==> config.mk <==
export PLATFORM = sky130hd
export DESIGN_NAME = huffman_frame_ctrl_flat
export DESIGN_NICKNAME = d
export VERILOG_FILES = /design/src/rtl/huffman_frame_ctrl_if.sv /design/src/rtl/huffman_frame_ctrl.sv /design/src/flat_wrapper.sv
export SDC_FILE = /design/constraint.sdc
export NUM_CORES = 2
export LEC_CHECK = 0
export ABC_AREA = 0
export BUFFER_PORTS_ARGS = -buffer_cell sky130_fd_sc_hd__buf_2
export CORE_MARGIN = 2
export CORE_UTILIZATION = 35
export DETAILED_ROUTE_END_ITERATION = 16
export GPL_ROUTABILITY_DRIVEN = 0
export GPL_TIMING_DRIVEN = 0
export HOLD_SLACK_MARGIN = 0.15
export PLACE_DENSITY = 0.5
export SKIP_LAST_GASP = 1
export SYNTH_ARGS = -nofsm -noshare
export SYNTH_HDL_FRONTEND = slang
export SYNTH_SLANG_ARGS = --single-unit
==> constraint.sdc <==
create_clock -name clk -period 6.66 [get_ports clk]
set_clock_uncertainty 0.2 [all_clocks]
set_input_delay 0.333 -clock clk [delete_from_list [all_inputs] [get_ports clk]]
set_output_delay 0.333 -clock clk [all_outputs]
set_load 0.03 [all_outputs]
==> src/rtl/huffman_frame_ctrl_if.sv <==
// Bundle of upstream pixel, encoder and downstream result signals for huffman_frame_ctrl.
// The slave modport is the controller's view; master is the surrounding environment.
interface huffman_frame_ctrl_if;
    logic        pix_valid;
    logic        pix_ready;
    logic [7:0]  pix_data;
    logic        pix_last;
    logic        enc_rst;
    logic        gray_valid;
    logic [7:0]  gray_data;
    logic        enc_cnt_valid;
    logic [47:0] enc_cnt;
    logic        enc_code_valid;
    logic [47:0] enc_hc;
    logic [47:0] enc_m;
    logic        res_valid;
    logic        res_ready;
    logic [47:0] res_cnt;
    logic [47:0] res_hc;
    logic [47:0] res_m;
    logic [7:0]  res_len;
    logic        res_trunc;
    logic        res_timeout;
    logic [15:0] frame_cnt;

    modport slave (
        input  pix_valid, pix_data, pix_last, enc_cnt_valid, enc_cnt,
               enc_code_valid, enc_hc, enc_m, res_ready,
        output pix_ready, enc_rst, gray_valid, gray_data, res_valid, res_cnt,
               res_hc, res_m, res_len, res_trunc, res_timeout, frame_cnt
    );

    modport master (
        output pix_valid, pix_data, pix_last, enc_cnt_valid, enc_cnt,
               enc_code_valid, enc_hc, enc_m, res_ready,
        input  pix_ready, enc_rst, gray_valid, gray_data, res_valid, res_cnt,
               res_hc, res_m, res_len, res_trunc, res_timeout, frame_cnt
    );
endinterface

==> src/rtl/huffman_frame_ctrl.sv <==
// Frame sequencer for the 6-symbol Huffman encoder: buffers a frame, replays it as one
// gap-free burst, collects counts/codes, and re-resets the encoder between frames.
module huffman_frame_ctrl #(
    parameter int FRAME_DEPTH = 200,
    parameter int ADDR_W      = 8,
    parameter int RST_CYCLES  = 2,
    parameter int TIMEOUT     = 255
) (
    input  logic                  clk,
    input  logic                  reset,
    huffman_frame_ctrl_if.slave   bus
);
    localparam int WAIT_W = $clog2(TIMEOUT + 1);
    localparam int RC_W   = $clog2(RST_CYCLES + 1);

    localparam logic [2:0] S_ENC_RST   = 3'd0;
    localparam logic [2:0] S_LOAD      = 3'd1;
    localparam logic [2:0] S_STREAM    = 3'd2;
    localparam logic [2:0] S_WAIT_CNT  = 3'd3;
    localparam logic [2:0] S_WAIT_CODE = 3'd4;
    localparam logic [2:0] S_OUT       = 3'd5;

    logic [2:0]        state_q, state_d;
    logic [RC_W-1:0]   rc_q, rc_d;
    logic [ADDR_W-1:0] count_q, count_d;
    logic [ADDR_W-1:0] rd_ptr_q, rd_ptr_d;
    logic [WAIT_W-1:0] wait_q, wait_d;
    logic              trunc_q, trunc_d;
    logic              timeout_q, timeout_d;
    logic              gray_valid_q, gray_valid_d;
    logic [7:0]        gray_data_q, gray_data_d;
    logic [47:0]       cnt_q, cnt_d;
    logic [47:0]       hc_q, hc_d;
    logic [47:0]       m_q, m_d;
    logic [15:0]       frame_cnt_q, frame_cnt_d;
    logic              beat;

    // Sized to the full address space so every pointer value is a legal index.
    logic [7:0]        mem [2**ADDR_W];

    assign beat = bus.pix_valid && (state_q == S_LOAD);

    always_comb begin
        state_d      = state_q;
        rc_d         = rc_q;
        count_d      = count_q;
        rd_ptr_d     = rd_ptr_q;
        wait_d       = wait_q;
        trunc_d      = trunc_q;
        timeout_d    = timeout_q;
        cnt_d        = cnt_q;
        hc_d         = hc_q;
        m_d          = m_q;
        frame_cnt_d  = frame_cnt_q;
        gray_valid_d = 1'b0;
        gray_data_d  = 8'd0;
        case (state_q)
            S_ENC_RST: begin
                count_d   = '0;
                rd_ptr_d  = '0;
                wait_d    = '0;
                trunc_d   = 1'b0;
                timeout_d = 1'b0;
                cnt_d     = '0;
                hc_d      = '0;
                m_d       = '0;
                if (rc_q == RC_W'(RST_CYCLES - 1)) begin
                    rc_d    = '0;
                    state_d = S_LOAD;
                end else begin
                    rc_d = rc_q + RC_W'(1);
                end
            end
            S_LOAD: begin
                if (beat) begin
                    count_d = count_q + ADDR_W'(1);
                    if (bus.pix_last) begin
                        state_d = S_STREAM;
                    end else if (count_q == ADDR_W'(FRAME_DEPTH - 1)) begin
                        trunc_d = 1'b1;
                        state_d = S_STREAM;
                    end
                end
            end
            S_STREAM: begin
                // Read issued here lands on gray_data one cycle later, so the burst has no bubbles.
                if (rd_ptr_q != count_q) begin
                    gray_valid_d = 1'b1;
                    gray_data_d  = mem[rd_ptr_q];
                    rd_ptr_d     = rd_ptr_q + ADDR_W'(1);
                end else begin
                    wait_d  = '0;
                    state_d = S_WAIT_CNT;
                end
            end
            S_WAIT_CNT: begin
                if (bus.enc_cnt_valid) begin
                    cnt_d   = bus.enc_cnt;
                    wait_d  = '0;
                    state_d = S_WAIT_CODE;
                end else if (wait_q == WAIT_W'(TIMEOUT - 1)) begin
                    timeout_d = 1'b1;
                    state_d   = S_OUT;
                end else begin
                    wait_d = wait_q + WAIT_W'(1);
                end
            end
            S_WAIT_CODE: begin
                if (bus.enc_code_valid) begin
                    hc_d    = bus.enc_hc;
                    m_d     = bus.enc_m;
                    state_d = S_OUT;
                end else if (wait_q == WAIT_W'(TIMEOUT - 1)) begin
                    timeout_d = 1'b1;
                    state_d   = S_OUT;
                end else begin
                    wait_d = wait_q + WAIT_W'(1);
                end
            end
            S_OUT: begin
                if (bus.res_ready) begin
                    frame_cnt_d = frame_cnt_q + 16'd1;
                    state_d     = S_ENC_RST;
                end
            end
            default: state_d = S_ENC_RST;
        endcase
    end

    always_ff @(posedge clk or negedge reset) begin
        if (!reset) begin
            state_q      <= S_ENC_RST;
            rc_q         <= '0;
            count_q      <= '0;
            rd_ptr_q     <= '0;
            wait_q       <= '0;
            trunc_q      <= 1'b0;
            timeout_q    <= 1'b0;
            gray_valid_q <= 1'b0;
            gray_data_q  <= 8'd0;
            cnt_q        <= '0;
            hc_q         <= '0;
            m_q          <= '0;
            frame_cnt_q  <= '0;
        end else begin
            state_q      <= state_d;
            rc_q         <= rc_d;
            count_q      <= count_d;
            rd_ptr_q     <= rd_ptr_d;
            wait_q       <= wait_d;
            trunc_q      <= trunc_d;
            timeout_q    <= timeout_d;
            gray_valid_q <= gray_valid_d;
            gray_data_q  <= gray_data_d;
            cnt_q        <= cnt_d;
            hc_q         <= hc_d;
            m_q          <= m_d;
            frame_cnt_q  <= frame_cnt_d;
        end
    end

    always_ff @(posedge clk) begin
        if (beat) begin
            mem[count_q] <= bus.pix_data;
        end
    end

    assign bus.pix_ready   = (state_q == S_LOAD);
    assign bus.enc_rst     = (state_q == S_ENC_RST);
    assign bus.gray_valid  = gray_valid_q;
    assign bus.gray_data   = gray_data_q;
    assign bus.res_valid   = (state_q == S_OUT);
    assign bus.res_cnt     = cnt_q;
    assign bus.res_hc      = hc_q;
    assign bus.res_m       = m_q;
    assign bus.res_len     = 8'(count_q);
    assign bus.res_trunc   = trunc_q;
    assign bus.res_timeout = timeout_q;
    assign bus.frame_cnt   = frame_cnt_q;
endmodule

==> src/flat_wrapper.sv <==
// flat-port wrapper written by rule: the top's interface ports become plain ports
module huffman_frame_ctrl_flat 
#(
    parameter int FRAME_DEPTH = 200,
    parameter int ADDR_W      = 8,
    parameter int RST_CYCLES  = 2,
    parameter int TIMEOUT     = 255
)
  (clk, reset, bus_pix_valid, bus_pix_data, bus_pix_last, bus_enc_cnt_valid, bus_enc_cnt, bus_enc_code_valid, bus_enc_hc, bus_enc_m, bus_res_ready, bus_pix_ready, bus_enc_rst, bus_gray_valid, bus_gray_data, bus_res_valid, bus_res_cnt, bus_res_hc, bus_res_m, bus_res_len, bus_res_trunc, bus_res_timeout, bus_frame_cnt);
  huffman_frame_ctrl_if bus_i ();
  input  logic clk;
  input  logic reset;
  input wire logic [$bits(bus_i.pix_valid)-1:0] bus_pix_valid;
  input wire logic [$bits(bus_i.pix_data)-1:0] bus_pix_data;
  input wire logic [$bits(bus_i.pix_last)-1:0] bus_pix_last;
  input wire logic [$bits(bus_i.enc_cnt_valid)-1:0] bus_enc_cnt_valid;
  input wire logic [$bits(bus_i.enc_cnt)-1:0] bus_enc_cnt;
  input wire logic [$bits(bus_i.enc_code_valid)-1:0] bus_enc_code_valid;
  input wire logic [$bits(bus_i.enc_hc)-1:0] bus_enc_hc;
  input wire logic [$bits(bus_i.enc_m)-1:0] bus_enc_m;
  input wire logic [$bits(bus_i.res_ready)-1:0] bus_res_ready;
  output wire logic [$bits(bus_i.pix_ready)-1:0] bus_pix_ready;
  output wire logic [$bits(bus_i.enc_rst)-1:0] bus_enc_rst;
  output wire logic [$bits(bus_i.gray_valid)-1:0] bus_gray_valid;
  output wire logic [$bits(bus_i.gray_data)-1:0] bus_gray_data;
  output wire logic [$bits(bus_i.res_valid)-1:0] bus_res_valid;
  output wire logic [$bits(bus_i.res_cnt)-1:0] bus_res_cnt;
  output wire logic [$bits(bus_i.res_hc)-1:0] bus_res_hc;
  output wire logic [$bits(bus_i.res_m)-1:0] bus_res_m;
  output wire logic [$bits(bus_i.res_len)-1:0] bus_res_len;
  output wire logic [$bits(bus_i.res_trunc)-1:0] bus_res_trunc;
  output wire logic [$bits(bus_i.res_timeout)-1:0] bus_res_timeout;
  output wire logic [$bits(bus_i.frame_cnt)-1:0] bus_frame_cnt;
  assign bus_i.pix_valid = bus_pix_valid;
  assign bus_i.pix_data = bus_pix_data;
  assign bus_i.pix_last = bus_pix_last;
  assign bus_i.enc_cnt_valid = bus_enc_cnt_valid;
  assign bus_i.enc_cnt = bus_enc_cnt;
  assign bus_i.enc_code_valid = bus_enc_code_valid;
  assign bus_i.enc_hc = bus_enc_hc;
  assign bus_i.enc_m = bus_enc_m;
  assign bus_i.res_ready = bus_res_ready;
  assign bus_pix_ready = bus_i.pix_ready;
  assign bus_enc_rst = bus_i.enc_rst;
  assign bus_gray_valid = bus_i.gray_valid;
  assign bus_gray_data = bus_i.gray_data;
  assign bus_res_valid = bus_i.res_valid;
  assign bus_res_cnt = bus_i.res_cnt;
  assign bus_res_hc = bus_i.res_hc;
  assign bus_res_m = bus_i.res_m;
  assign bus_res_len = bus_i.res_len;
  assign bus_res_trunc = bus_i.res_trunc;
  assign bus_res_timeout = bus_i.res_timeout;
  assign bus_frame_cnt = bus_i.frame_cnt;
  huffman_frame_ctrl #(.FRAME_DEPTH(FRAME_DEPTH), .ADDR_W(ADDR_W), .RST_CYCLES(RST_CYCLES), .TIMEOUT(TIMEOUT)) u_core (.clk(clk), .reset(reset), .bus(bus_i));
endmodule
# Word-level counts from Yosys, hierarchy flattened
# Memories as Yosys holds them, arrays and structs flattened.
# Cells that the tools add are included.
[word_totals] regBits=200 ram_bits=2048 out_inout_bits=182 n_memories=1
[mem_list] name="u_core.mem" words=256 width=8 rd=1 rd_clocked_by_memory_dff=0 write_ports=1 line_no="huffman_frame_ctrl.sv:39" text="logic [7:0] mem [2**ADDR_W];"
[op_classes] n_addsub=5 n_eq_ne=21 n_mux=40 n_reduce_logical=17
[ops] op="$pmux 48 s2" n=3
[ops] op="$mux 48" n=3
[ops] op="$mux 8" n=8
[ops] op="$pmux 8 s2" n=2
[ops] op="$pmux 8 s4" n=1
[ops] op="$mux 3" n=9
[ops] op="$add 8x1->8 const B" n=3
[ops] op="$pmux 3 s6" n=1
[ops] op="$add 16x1->16 const B" n=1
[ops] op="$eq 8x8->1 const B" n=2
[ops] op="$ne 2x2->1 const B" n=7
[ops] op="$mux 1" n=10
[ops] op="$reduce_and 2->1" n=5
[ops] op="$ne 2x1->1 const B" n=4
[ops] op="$ne 8x8->1" n=1
[ops] op="$reduce_bool 2->1" n=4
[ops] op="$eq 3x2->1 const B" n=2
[ops] op="$eq 3x3->1 const B" n=2
[ops] op="$reduce_and 3->1" n=2
[ops] op="$reduce_and 5->1" n=1
[ops] op="$reduce_and 4->1" n=1
[ops] op="$reduce_bool 4->1" n=1
[ops] op="$eq 3x1->1 const B" n=1
[ops] op="$logic_not 3->1" n=1
[ops] op="other kinds (8)" n=8

# Logic depth before layout (Yosys ltp)
[depth] word_depth=5 mapped_depth=12

# Worst setup path after synthesis
# Ideal clock, no wire load.
[synth_path] path_kind="register to register" from="register u_core.state_q[1]" to="memory u_core.mem[104][0] (enable)" setup_ns=0.370 arrival_ns=2.732 required_ns=6.090 slack_ns=3.358 stages_incl_launch_ff=10 n_path_buf=3 period_less_slack_ns=3.302 path_cell_list="dfrtp_1 -> clkbuf_1 -> nand2b_1 -> clkbuf_1 -> nor2_1 -> nand2_1 -> nor3b_1 -> nand2_1 -> clkbuf_1 -> nor2_1"
[synth_via] elab_chain_len=4
[synth_lines] element="from (decl)" line_no="huffman_frame_ctrl.sv:23" text="logic [2:0] state_q, state_d;"
[synth_lines] element="from (signal assigned)" line_no="huffman_frame_ctrl.sv:146" text="state_q <= state_d;"
[synth_lines] element="$eq 3x1->1"
[synth_lines] element="via bus_pix_ready" line_no="flat_wrapper.sv:22" text="output wire logic [$bits(bus_i.pix_ready)-1:0] bus_pix_ready;"
[synth_lines] element="$logic_and 1x1->1" line_no="huffman_frame_ctrl.sv:41" text="assign beat = bus.pix_valid && (state_q == S_LOAD);"
[synth_lines] element="$mux 1" line_no="huffman_frame_ctrl.sv:163" text="if (beat) begin"
[synth_lines] element="$mux 1 (not written as such)" line_no="huffman_frame_ctrl.sv:164" text="mem[count_q] <= bus.pix_data;"
[synth_lines] element="to (decl)" line_no="huffman_frame_ctrl.sv:39"
# The timed path passes the listed nets, and every way through them passes these cells.

# Final worst setup path
[layout_path] from="register u_core.rd_ptr_q[1]" to="register u_core.gray_data_q[2] (netlist: u_core.bus.gray_data[2])"
[layout_via] elab_chain_len=3 elab_cells_between_ends=4 cone_classes="1 x eq/ne; 2 x mux; 1 x memory"
[layout_lines] element="from (decl)" line_no="huffman_frame_ctrl.sv:26" text="logic [ADDR_W-1:0] rd_ptr_q, rd_ptr_d;"
[layout_lines] element="from (signal assigned)" line_no="huffman_frame_ctrl.sv:149" text="rd_ptr_q <= rd_ptr_d;"
[layout_lines] element="$mem_v2 256x8 or $ne 8x8->1 (tied branches)"
[layout_lines] element="$mux 8 *" line_no="huffman_frame_ctrl.sv:87" text="if (rd_ptr_q != count_q) begin"
[layout_lines] element="$mux 8 *" line_no="huffman_frame_ctrl.sv:57" text="case (state_q)"
[layout_lines] element="via u_core.gray_data_d[2]" line_no="huffman_frame_ctrl.sv:31" text="logic [7:0] gray_data_q, gray_data_d;"
[layout_lines] element="to (signal assigned)" line_no="huffman_frame_ctrl.sv:154" text="gray_data_q <= gray_data_d;"
[layout_lines] element="to (decl)" line_no="huffman_frame_ctrl.sv:31"
# The timed path passes the listed nets; every way through them passes the cells marked *.
# A chain may end at the register's enable or synchronous reset.

==> results_tabular.tex <==
\begin{tabular}{lr}
\hline
Metric & Value \\
\hline
\multicolumn{2}{l}{\textbf{Route}} \\
\quad Routed wire length on met3 & 40900 um \\
\quad Top routing layer in use & met5 \\
\quad Post-DR wirelength/cell & 39.9 um \\
\quad Final wirelength & 365000 um \\
\quad Vias & 54000 \\
\quad WL met2 & 163000 um \\
\quad Total DRC errors in the routed layout & 0 \\
\quad Met1 Wirelength & 140000 um \\
\quad Number of nets still failing antenna checks after routing & 0 \\
\quad Initial DRC count & 8839 \\
\quad TritonRoute pass-1 iters & 6 \\
\quad Avg Vias per Cell & 5.92 \\
\multicolumn{2}{l}{\textbf{Logic synthesis}} \\
\quad Arithmetic-cell share of the synthesized area counting full adders, half adders and majority gates & 0.114\% \\
\quad Post-Synthesis Cell Area & 87900 um\^{}2 \\
\quad Ys flop type & sky130\_fd\_sc\_hd\_\_edfxtp\_1 \\
\quad Simple-gate portion of the synthesized area & 4.72\% \\
\quad Area share of xor/xnor cells in the synthesized design & 0.359\% \\
\quad Number of enable-type register cells in the synthesized netlist & 2048 \\
\quad Cell taking the most area after synthesis & sky130\_fd\_sc\_hd\_\_edfxtp\_1 \\
\quad Top-area cell type share of the netlist area & 70.0\% \\
\quad Asr flop ratio synth & 8.90\% \\
\quad Synth area leaders & sky130\_fd\_sc\_hd\_\_edfxtp\_1 70\%, sky130\_fd\_sc\_hd\_\_mux4\_2 12\%, sky130\_fd\_sc\_hd\_\_dfrtp\_1 5.7\% \\
\quad Share of the synthesized area in compound gates (AO/OA/AOI/OAI) & 3.08\% \\
\quad Mean instance size in the synthesized netlist & 19.1 um\^{}2 \\
\quad Synthesized Nets & 4766 \\
\quad Main combinational cell family by area after synthesis & multiplexers \\
\quad Library cells used by synthesis & 82 \\
\quad Syn Inst Count & 4599 \\
\quad Warnings, synthesis & 0 \\
\quad Share of synthesized area spent on multiplexers & 14.2\% \\
\quad Synthesis-stage register bit count & 2248 \\
\quad Register area share after synthesis & 75.7\% \\
\multicolumn{2}{l}{\textbf{Critical path}} \\
\quad Crit Path Class & reg -> reg \\
\quad CP max FO & 10 \\
\quad Reg-to-Reg End & u\_core.bus.gray\_data[2] \\
\quad Kind of start point of the critical path & register \\
\quad WP data arrival & 7.39 ns \\
\quad Reg2reg path depth & 11 \\
\quad Kind of capture point of the worst setup path & register \\
\quad Reg-to-reg slack, setup & -0.14 ns \\
\quad Reg-to-reg critical path startpoint & u\_core.rd\_ptr\_q[1] \\
\quad Data required time at the worst endpoint & 7.25 ns \\
\multicolumn{2}{l}{\textbf{Cells and area}} \\
\quad Area growth syn-to-layout & 20.6\% \\
\quad Final design utilization & 42.6\% \\
\quad Leading cell type in the layout, fill and taps excluded & sky130\_fd\_sc\_hd\_\_edfxtp\_1 \\
\quad Final-stage net count & 5755 \\
\quad Area taken by multi-input logic gates & 19800 um\^{}2 \\
\quad Area taken by flip-flops and latches & 66500 um\^{}2 \\
\quad Final instance count without filler cells & 9133 \\
\quad Fraction of final layout cells with drive strength greater than 1 & 23.9\% \\
\quad Number of filler cells placed in the layout & 21800 \\
\quad Commonest cells after routing, fill and taps aside & 2048 x sky130\_fd\_sc\_hd\_\_edfxtp\_1, 469 x sky130\_fd\_sc\_hd\_\_mux4\_2, 431 x sky130\_fd\_sc\_hd\_\_nand2\_1 \\
\multicolumn{2}{l}{\textbf{Clocking}} \\
\quad Maximum clock insertion buffer count & 3 \\
\quad Number of buffers added for setup after CTS & 0 \\
\quad Clock slew seen by the registers of the worst setup and hold paths & 0.06 ns \\
\quad Number of buffers created by CTS & 232 \\
\quad Depth of the CTS H-tree & 4 \\
\quad Clock tree from TritonCTS & done \\
\quad Clk root buf & sky130\_fd\_sc\_hd\_\_clkbuf\_16 \\
\quad Clock latency of the later-clocked register in the worst-skew pair & 0.92 ns \\
\quad CTS sink count & 2248 \\
\multicolumn{2}{l}{\textbf{STA}} \\
\quad Final hold viol count & 0 \\
\quad WHS & 0.185 ns \\
\quad Final Slew Violations & 91 \\
\quad Least setup slack across all paths after layout & -0.142 ns \\
\quad Period utilisation layout & 102\% \\
\quad Slew margin rel. & -18.1\% \\
\quad Worst slew pin tran & 1.77 ns \\
\quad Maximum clock frequency & 147 MHz \\
\quad Final Setup Violations & 3 \\
\quad RSZ-0062 raised after global routing & no \\
\quad Clock period minus final worst setup slack & 6.80 ns \\
\multicolumn{2}{l}{\textbf{Run status}} \\
\quad Status & finished with violations \\
\quad Violated checks & max-capacitance violations, max-slew violations, negative setup slack \\
\multicolumn{2}{l}{\textbf{Die}} \\
\quad Floorplan row count & 183 \\
\quad Starting utilization of the core area & 35.3\% \\
\quad Count of pins on the block boundary & 341 \\
\quad Die extent in y & 505 um \\
\quad Floorplan die width & 505 um \\
\quad Std-Cell Core Area & 249000 um\^{}2 \\
\quad Die area & 255000 um\^{}2 \\
\multicolumn{2}{l}{\textbf{Placement}} \\
\quad \# placed instances & 8293 \\
\quad Post-DP HPWL & 235000 um \\
\quad Count of buffers from port buffering & 340 \\
\multicolumn{2}{l}{\textbf{Power}} \\
\quad Reported leakage power & 35.5 nW \\
\quad Highest ir drop seen on vdd & 271 uV \\
\quad Power Density & 351 nW/um\^{}2 \\
\multicolumn{2}{l}{\textbf{Global routing}} \\
\quad Global route overflow & 0 \\
\quad Total GRT Usage & 28.1\% \\
\quad Largest net degree at the start of global routing & 151 \\
\quad Initial antenna violation count & 28 \\
\quad Number of global-route vias before repair & 52100 \\
\quad Global-route wire length before repair & 480000 um \\
\multicolumn{2}{l}{\textbf{Flow run}} \\
\quad Number of max-cap violations & 12 \\
\multicolumn{2}{l}{\textbf{Worst hold path}} \\
\quad WHS Endpoint & u\_core.mem[217][3] \\
\quad Worst Min Path Start & bus\_pix\_data[3] \\
\quad Worst hold stages & 2 \\
\quad Min-delay worst type & in -> reg \\
\hline
\end{tabular}
[layout make-up]
cell class | count | area share (%)
clock buffers | 294 | 5.85
flip-flops and latches | 2248 | 62.7
multi-input cells | 2052 | 18.7
inverters | 14 | 0.0496
clock inverters | 141 | 1.28
well taps | 3330 | 3.93
plain buffers | 285 | 1.52
repair buffers | 755 | 5.90
diodes | 14 | 0.0331
[per-layer routing]
| layer | up-vias | global-route usage, % |
|---|---|---|
| li1 | 20500 | - |
| met1 | 29000 | 37.2 |
| met2 | 3751 | 42.4 |
| met3 | 768 | 8.06 |
| met4 | 12 | 13.8 |
| met5 | - | 0 |
[state kept, by name, indices dropped and copies added, names as in the netlist, 16 cells and up]
register / count
u_core.bus.res_m: 48
u_core.bus.frame_cnt: 16
u_core.bus.res_hc: 48
u_core.mem: 2048
u_core.bus.res_cnt: 48
[stage by stage]
step           setup slack, ns  area, um^2  TNS (ns)  total power [mW]
3_5_place_dp             0.114       94500         0              23.7
4_1_cts                 0.0865      106000         0              37.1
2_1_floorplan             3.36       87900         0              19.9
5_1_grt                  0.180      106000         0              37.9
3_3_place_gp            -0.259       93800    -0.319              23.7
6_report                -0.142      106000    -0.348              37.2
[logic make-up (layout without fill, tap and decap cells)]
| kind of cell | Yosys count | in the layout |
|---|---|---|
| muxes | 647 | 647 |
| and+or+nand+nor | 970 | 970 |
| buffers and inverters | 299 | 1489 |
| AOI/OAI and AO/OA | 391 | 391 |
| other | 0 | 14 |
| xor gates and xnor gates | 36 | 36 |
| adders and majority gates | 8 | 8 |
| DFF | 2248 | 2248 |
[cell usage after synthesis (17+ instances only)]
cell                       number
sky130_fd_sc_hd__nor3_1        17
sky130_fd_sc_hd__o22ai_1       36
sky130_fd_sc_hd__mux4_2       469
sky130_fd_sc_hd__nor2_1       306
sky130_fd_sc_hd__mux2i_1      144
sky130_fd_sc_hd__a211oi_1      22
sky130_fd_sc_hd__nand3_1      115
sky130_fd_sc_hd__o21ai_0       94
sky130_fd_sc_hd__buf_2         73
sky130_fd_sc_hd__xor2_1        21
sky130_fd_sc_hd__a21oi_1       38
sky130_fd_sc_hd__buf_4         20
sky130_fd_sc_hd__buf_1         22
sky130_fd_sc_hd__a22o_1        26
sky130_fd_sc_hd__dfrtp_1      200
sky130_fd_sc_hd__buf_6         28
sky130_fd_sc_hd__nand4_1       17
sky130_fd_sc_hd__a221oi_1      23
sky130_fd_sc_hd__edfxtp_1    2048
sky130_fd_sc_hd__nand2_1      431
sky130_fd_sc_hd__clkbuf_1     133
sky130_fd_sc_hd__a22oi_1       53
sky130_fd_sc_hd__mux2_2        27
[critical path: stages (launching register included)]
cell and delay [ns]:
sky130_fd_sc_hd__dfrtp_1 0.62, sky130_fd_sc_hd__buf_4 0.33, sky130_fd_sc_hd__buf_4 0.38, sky130_fd_sc_hd__buf_4 0.34
sky130_fd_sc_hd__buf_2 1.00, sky130_fd_sc_hd__buf_2 0.83, sky130_fd_sc_hd__mux4_2 0.39, sky130_fd_sc_hd__mux2i_1 0.13
sky130_fd_sc_hd__o21ai_0 0.77, sky130_fd_sc_hd__a211oi_1 0.11, sky130_fd_sc_hd__nor3_1 1.11, sky130_fd_sc_hd__a31o_1 0.39
[worst max path at each step]
stage,slack (ns),depth (start not counted),end,start
after floorplan,3.36,9,u_core.mem[104][0],u_core.state_q[1]
after global placement,-0.26,9,u_core.bus.gray_data[3],u_core.rd_ptr_q[1]
after detailed placement,0.11,9,u_core.bus.gray_data[4],u_core.rd_ptr_q[1]
after CTS,0.09,9,u_core.bus.gray_data[4],u_core.rd_ptr_q[1]
after global routing,0.18,11,u_core.bus.gray_data[3],u_core.rd_ptr_q[1]
final,-0.14,11,u_core.bus.gray_data[2],u_core.rd_ptr_q[1]
[repair_timing]
item	4_1_cts	5_1_grt
hold buffers	389	0
setup endpoints to repair	0	1
hold endpoints to repair	1413	0
gates resized for setup	0	2
[report_power, final]
part | total (mW) | switching, mW | internal (mW) | leakage, nW
Sequential | 16.0 | 0.247 | 15.7 | 21.1
Combinational | 8.10 | 5.58 | 2.52 | 10.7
Clock | 13.1 | 5.82 | 7.31 | 3.71
No activity file was read; power rests on OpenSTA's default activity.
